$ cat src/rtl/dl_pipe_adder.sv
// dl_pipe_adder -- pipelined add/subtract unit.
//
// A NUM_BITS-wide add is split into NUM_STAGES chunks of CW = NUM_BITS/NUM_STAGES
// bits. Each registered stage adds one chunk and hands its carry to the next
// stage. Both sides use valid/ready handshakes with full backpressure.
//
// Parameters:
//   NUM_BITS   operand/result width (must be a multiple of NUM_STAGES)
//   NUM_STAGES pipeline depth, 1..NUM_BITS
//
// Ports:
//   clk, rst_n           clock (rising edge), asynchronous active-low reset
//   in_valid/in_ready    operand handshake
//   in_a, in_b, in_sub   operands; in_sub=1 selects A-B
//   out_valid/out_ready  result handshake
//   out_sum              result (mod 2^NUM_BITS, or saturated, see below)
//   out_cout             carry out of MSB (sub: 1 = no borrow)
//   out_ovf              signed two's-complement overflow
//
// Build option:
//   DL_PIPE_ADDER_SAT_EN  when defined, out_sum saturates to the most
//                         positive/negative value on signed overflow.

module dl_pipe_adder #(
  parameter int unsigned NUM_BITS   = 32,
  parameter int unsigned NUM_STAGES = 4
) (
  input  logic                clk,
  input  logic                rst_n,
  input  logic                in_valid,
  output logic                in_ready,
  input  logic [NUM_BITS-1:0] in_a,
  input  logic [NUM_BITS-1:0] in_b,
  input  logic                in_sub,
  output logic                out_valid,
  input  logic                out_ready,
  output logic [NUM_BITS-1:0] out_sum,
  output logic                out_cout,
  output logic                out_ovf
);

  localparam int unsigned NS   = (NUM_STAGES == 0) ? 1 : NUM_STAGES;
  localparam int unsigned CW   = NUM_BITS / NS;
  localparam int unsigned LAST = NS - 1;
  localparam int unsigned MSB  = NUM_BITS - 1;

  localparam logic [NUM_BITS-1:0] SAT_POS = {NUM_BITS{1'b1}} >> 1;
  localparam logic [NUM_BITS-1:0] SAT_NEG = ~SAT_POS;

  if (NUM_STAGES < 1 || NUM_STAGES > NUM_BITS || (NUM_BITS % NS) != 0) begin : g_param_check
    $error("dl_pipe_adder: NUM_BITS (%0d) must be a multiple of NUM_STAGES (%0d), 1 <= NUM_STAGES <= NUM_BITS",
           NUM_BITS, NUM_STAGES);
  end

  // Per-stage state. Operands travel whole; chunks below the current stage
  // are never consumed again downstream.
  logic [NS-1:0]       v_q, v_d;
  logic [NS-1:0]       c_q, c_d;
  logic [NUM_BITS-1:0] sum_q [NS];
  logic [NUM_BITS-1:0] sum_d [NS];
  logic [NUM_BITS-1:0] a_q   [NS];
  logic [NUM_BITS-1:0] a_d   [NS];
  logic [NUM_BITS-1:0] b_q   [NS];
  logic [NUM_BITS-1:0] b_d   [NS];
  logic                ovf_q, ovf_d;

  // Inputs seen by each stage (stage 0: ports, stage k: stage k-1 registers).
  logic [NS-1:0]       up_v;
  logic [NS-1:0]       up_c;
  logic [NUM_BITS-1:0] up_s [NS];
  logic [NUM_BITS-1:0] up_a [NS];
  logic [NUM_BITS-1:0] up_b [NS];
  logic [CW:0]         chunk [NS];

  logic [NS-1:0]       rdy;
  logic                rdy_acc;

  // Ready chain, walked from the output back to the input so that an empty
  // stage accepts even while everything downstream is stalled.
  always_comb begin
    rdy     = '0;
    rdy_acc = out_ready;
    for (int unsigned i = 0; i < NS; i++) begin
      rdy_acc      = !v_q[LAST-i] || rdy_acc;
      rdy[LAST-i]  = rdy_acc;
    end
  end

  // Sub mode is folded into the operand at entry: B_eff = ~B, carry-in = 1.
  always_comb begin
    up_v[0] = in_valid;
    up_c[0] = in_sub;
    up_s[0] = '0;
    up_a[0] = in_a;
    up_b[0] = in_sub ? ~in_b : in_b;
    for (int unsigned k = 1; k < NS; k++) begin
      up_v[k] = v_q[k-1];
      up_c[k] = c_q[k-1];
      up_s[k] = sum_q[k-1];
      up_a[k] = a_q[k-1];
      up_b[k] = b_q[k-1];
    end
  end

  always_comb begin
    v_d   = v_q;
    c_d   = c_q;
    sum_d = sum_q;
    a_d   = a_q;
    b_d   = b_q;
    ovf_d = ovf_q;
    for (int unsigned k = 0; k < NS; k++) begin
      chunk[k] = {1'b0, up_a[k][CW*k +: CW]} + {1'b0, up_b[k][CW*k +: CW]}
               + {{CW{1'b0}}, up_c[k]};
      if (rdy[k]) begin
        v_d[k]                 = up_v[k];
        c_d[k]                 = chunk[k][CW];
        sum_d[k]               = up_s[k];
        sum_d[k][CW*k +: CW]   = chunk[k][CW-1:0];
        a_d[k]                 = up_a[k];
        b_d[k]                 = up_b[k];
      end
    end
    if (rdy[LAST]) begin
      ovf_d = (up_a[LAST][MSB] == up_b[LAST][MSB]) && (sum_d[LAST][MSB] != up_a[LAST][MSB]);
`ifdef DL_PIPE_ADDER_SAT_EN
      // Saturation sits in front of the final register, so latency is unchanged.
      if (ovf_d) begin
        sum_d[LAST] = up_a[LAST][MSB] ? SAT_NEG : SAT_POS;
      end
`endif
    end
  end

  always_ff @(posedge clk or negedge rst_n) begin
    if (!rst_n) begin
      v_q   <= '0;
      c_q   <= '0;
      ovf_q <= 1'b0;
      for (int unsigned k = 0; k < NS; k++) begin
        sum_q[k] <= '0;
        a_q[k]   <= '0;
        b_q[k]   <= '0;
      end
    end else begin
      v_q   <= v_d;
      c_q   <= c_d;
      ovf_q <= ovf_d;
      for (int unsigned k = 0; k < NS; k++) begin
        sum_q[k] <= sum_d[k];
        a_q[k]   <= a_d[k];
        b_q[k]   <= b_d[k];
      end
    end
  end

  assign in_ready  = rdy[0];
  assign out_valid = v_q[LAST];
  assign out_sum   = sum_q[LAST];
  assign out_cout  = c_q[LAST];
  assign out_ovf   = ovf_q;

endmodule

$ cat config.mk
export PLATFORM = sky130hd
export DESIGN_NAME = dl_pipe_adder
export DESIGN_NICKNAME = d
export VERILOG_FILES = /design/src/rtl/dl_pipe_adder.sv
export SDC_FILE = /design/constraint.sdc
export NUM_CORES = 1
export LEC_CHECK = 0
export BUFFER_PORTS_ARGS = -buffer_cell sky130_fd_sc_hd__buf_2
export CAP_MARGIN = 20
export CORE_ASPECT_RATIO = 0.7
export CORE_MARGIN = 2
export CORE_UTILIZATION = 45
export CTS_BUF_LIST = sky130_fd_sc_hd__clkbuf_4
export DETAILED_ROUTE_END_ITERATION = 6
export MAX_ROUTING_LAYER = met4
export PLACE_DENSITY_LB_ADDON = 0.15
export SYNTH_ARGS = -nofsm -noshare
export SYNTH_HDL_FRONTEND = slang
export SYNTH_SLANG_ARGS = --single-unit
$ cat constraint.sdc
create_clock -name clk -period 2.98 [get_ports clk]
set_input_delay 0.298 -clock clk [delete_from_list [all_inputs] [get_ports clk]]
set_output_delay 0.298 -clock clk [all_outputs]
set_load 0.05 [all_outputs]
==> impl_metrics.json <==
{
  "max_freq_mhz": 427,
  "cts_max_path_buffers": 2,
  "ys.flop_type": "dfrtp_1",
  "core-area_mm2": 0.0189,
  "avgSynthCellArea_um2": 9.67,
  "intPower_mw": 4.78,
  "ys_top_cells_by_area": "dfrtp_1, nand2_1, ha_1",
  "synth_compound_area_frac": 0.0815,
  "pwr-share-comb": 0.364,
  "yosysWarnings": 0,
  "finalPower_mw": 7.93,
  "cts_sinks": 185,
  "synth_top_family_by_area": "simple AND/OR/NAND/NOR gates",
  "grt_max_degree": 76,
  "numPortBuffers": 104,
  "final_util": 0.519,
  "io_pins": 105,
  "crit_arrival_ns": 2.04,
  "ir_drop_mv": 0.251,
  "pwr-share-seq": 0.461,
  "skew_ns": 0.0234,
  "place_inst": 1176,
  "cp_cell_sequence": "and4b_2 > and2_2 > clkinv_4 > buf_2",
  "power.leakage_nw": 4.81,
  "critPathLaunch": "v_q[3]",
  "antenna_found_initial": 1,
  "hpwl_um": 12400,
  "cpMaxStageDelayCell": "dfrtp_1",
  "cp-end-kind": "primary output",
  "cts_setup_buffers": 0,
  "die_x_um": 169,
  "yosys.area_share.simple": 0.185,
  "grt_pass1_wl_um": 30000,
  "cts_htree_levels": 4,
  "post-route-min-period_ns": 2.34,
  "synthXorXnorAreaFrac": 0.0467,
  "cts_root_buf": "clkbuf_4",
  "grt_pass1_vias": 5567,
  "grt_overflow": 0,
  "cp.required_ns": 2.68,
  "syn-cell-area_mm2": 0.00862,
  "worstHoldPathType": "in -> reg",
  "cp.buffers_inverters": 2,
  "slew_violations": 0,
  "swShare": 0.396,
  "numCtsBuffers": 17,
  "synth_nets": 996,
  "cp_max_fo": 40,
  "synth_edf_count": 0,
  "ys_top_cells_by_count": "nand2_1, dfrtp_1, o21ai_0",
  "maxCapViolations": 0,
  "setup_tns_ns": 0,
  "r2r_start": "c_q[2]",
  "syn_inst": 892,
  "start_util": 0.457,
  "cp-start-kind": "flip-flop",
  "seq_area_frac_synth": 0.537,
  "max_slew_margin": 0.513,
  "crit_family": "buffers and inverters",
  "muxShareOfSynthArea": 0.0338,
  "ant_nets": 0,
  "grt_util_all_layers": 0.193,
  "die_h_um": 120,
  "path_class": "reg -> out",
  "setup_viol": 0,
  "yosysTopAreaCell": "dfrtp_1",
  "avgRoutedWirePerCell_um": 14.3,
  "switching_power_mw": 3.14,
  "nNetsFinal": 1098,
  "slowest_delay_ns": 0.42,
  "synthDistinctLibCells": 51,
  "status": "completed",
  "gp_congestion": 0.836,
  "hold_viol": 0,
  "vias": 5858,
  "fin_cells": 1247,
  "yosysMostFrequentCell": "nand2_1",
  "clkPwrFrac": 0.175,
  "drtPass1Iterations": 4,
  "area_growth_pct": 13.6,
  "worstMarginPinSlew_ns": 0.730,
  "drt-total-wl_um": 17900,
  "fin_crit_sh": 0.786,
  "drive_above_1_share": 0.177,
  "synth_top_area_share": 0.537,
  "ys_ff_latch": 185,
  "rsz0062_at_grt": "no",
  "whs_ns": 0.0284,
  "vias_per_cell": 4.70,
  "powerDensity_mw_per_mm2": 809,
  "drt_iter0_drc": 430,
  "fp.dieArea_mm2": 0.0203,
  "clk_pin_slew_ns": 0.13,
  "insertion_delay_ns": 0.57,
  "synth-adder-area-share": 0.0569,
  "async_flop_share": 1.00,
  "drc_errors": 0,
  "cts_tree": "done",
  "holdCritStartpoint": "in_b[15]",
  "rows": 42
}
-- tightest hold or removal path, delay by kind of cell --
| kind | cells | cell delay [ns] |
|---|---|---|
| buf+inv | 1 | 0.08 |
| compound gates | 1 | 0.07 |
| xor+xnor | 1 | 0.10 |
-- power groups by stage --
stage	registers, mW	logic (mW)	clock network, mW
finish	3.65	2.89	1.39
detailed placement	3.72	2.86	0
global placement	3.71	2.82	0
CTS	3.66	2.91	1.43
floorplan	3.61	2.44	0
global route	3.76	3.21	1.53
-- cell families after synthesis --
| group | after synthesis |
|---|---|
| and+or+nand+nor | 392 |
| DFF | 185 |
| AOI/OAI and AO/OA | 118 |
| buffers and inverters | 90 |
| xor gates and xnor gates | 46 |
| adders and majority gates | 35 |
| muxes | 26 |
-- state kept, by name (all words and copies together) (netlist names) --
register	flops
c_q	4
out_sum	32
b_q	48
a_q	48
v_q	4
out_ovf	1
sum_q	48
-- placed cells by master, fill, tap and decap left out, drive strengths merged, types with 2 or more instances in the layout --
cell / count
a211oi: 5
a21bo: 2
a21o: 4
a21oi: 23
a31o: 2
a31oi: 5
and2: 2
and3: 3
buf: 115
bufinv: 3
clkbuf: 18
clkinv: 8
dfrtp: 185
dlygate4sd3: 41
fa: 7
ha: 28
inv: 16
mux2: 25
nand2: 332
nand2b: 5
nand3: 2
nand4: 2
nor2: 19
nor2b: 7
nor3: 5
nor3b: 3
o2111a: 2
o211ai: 2
o21a: 5
o21ai: 56
o22ai: 2
o31ai: 6
o41a: 2
or2: 3
or3: 4
xnor2: 26
xor2: 20
-- metal layers --
metal  GRT usage  share of wire  vias up
met5           -              0        -
li1            -              -     3073
met2       0.215           0.34      116
met1       0.337           0.61     2658
met3      0.0402          0.037       11
met4      0.0433          0.011        0
-- repair_timing --
item | 4_1_cts | 5_1_grt
hold endpoints to repair | 89 | 0
gates resized for setup | 0 | 0
setup endpoints to repair | 0 | 0
hold buffers | 41 | 0
-- final timing paths --
check / end / slack (ns) / cells past startpoint
max: in_ready / 0.64 / 4
min: b_q[111] / 0.03 / 3
max reg2reg: out_sum[30] / 0.79 / 8
min reg2reg: sum_q[48] / 0.48 / 2
max in group asynchronous: a_q[62] / 1.97 / 3
min in group asynchronous: sum_q[96] / 0.23 / 2
-- stage by stage --
stage / cell area, um2 / worst slack (ns)
after floorplan: 8620 / 0.701
after global placement: 9110 / 0.794
after detailed placement: 9110 / 0.775
after CTS: 9790 / 0.602
after global routing: 9790 / 0.517
final: 9790 / 0.639
-- cell type report --
type / instances / area, um2
fillers: 1804 / 9070
flip-flops and latches: 185 / 4630
multi-input cells: 617 / 3490
repair buffers: 156 / 1030
well taps: 242 / 303
clock buffers: 18 / 135
clock inverters: 11 / 133
inverters: 17 / 68.8
diodes: 1 / 2.50
(Power assumes the default switching activity.)
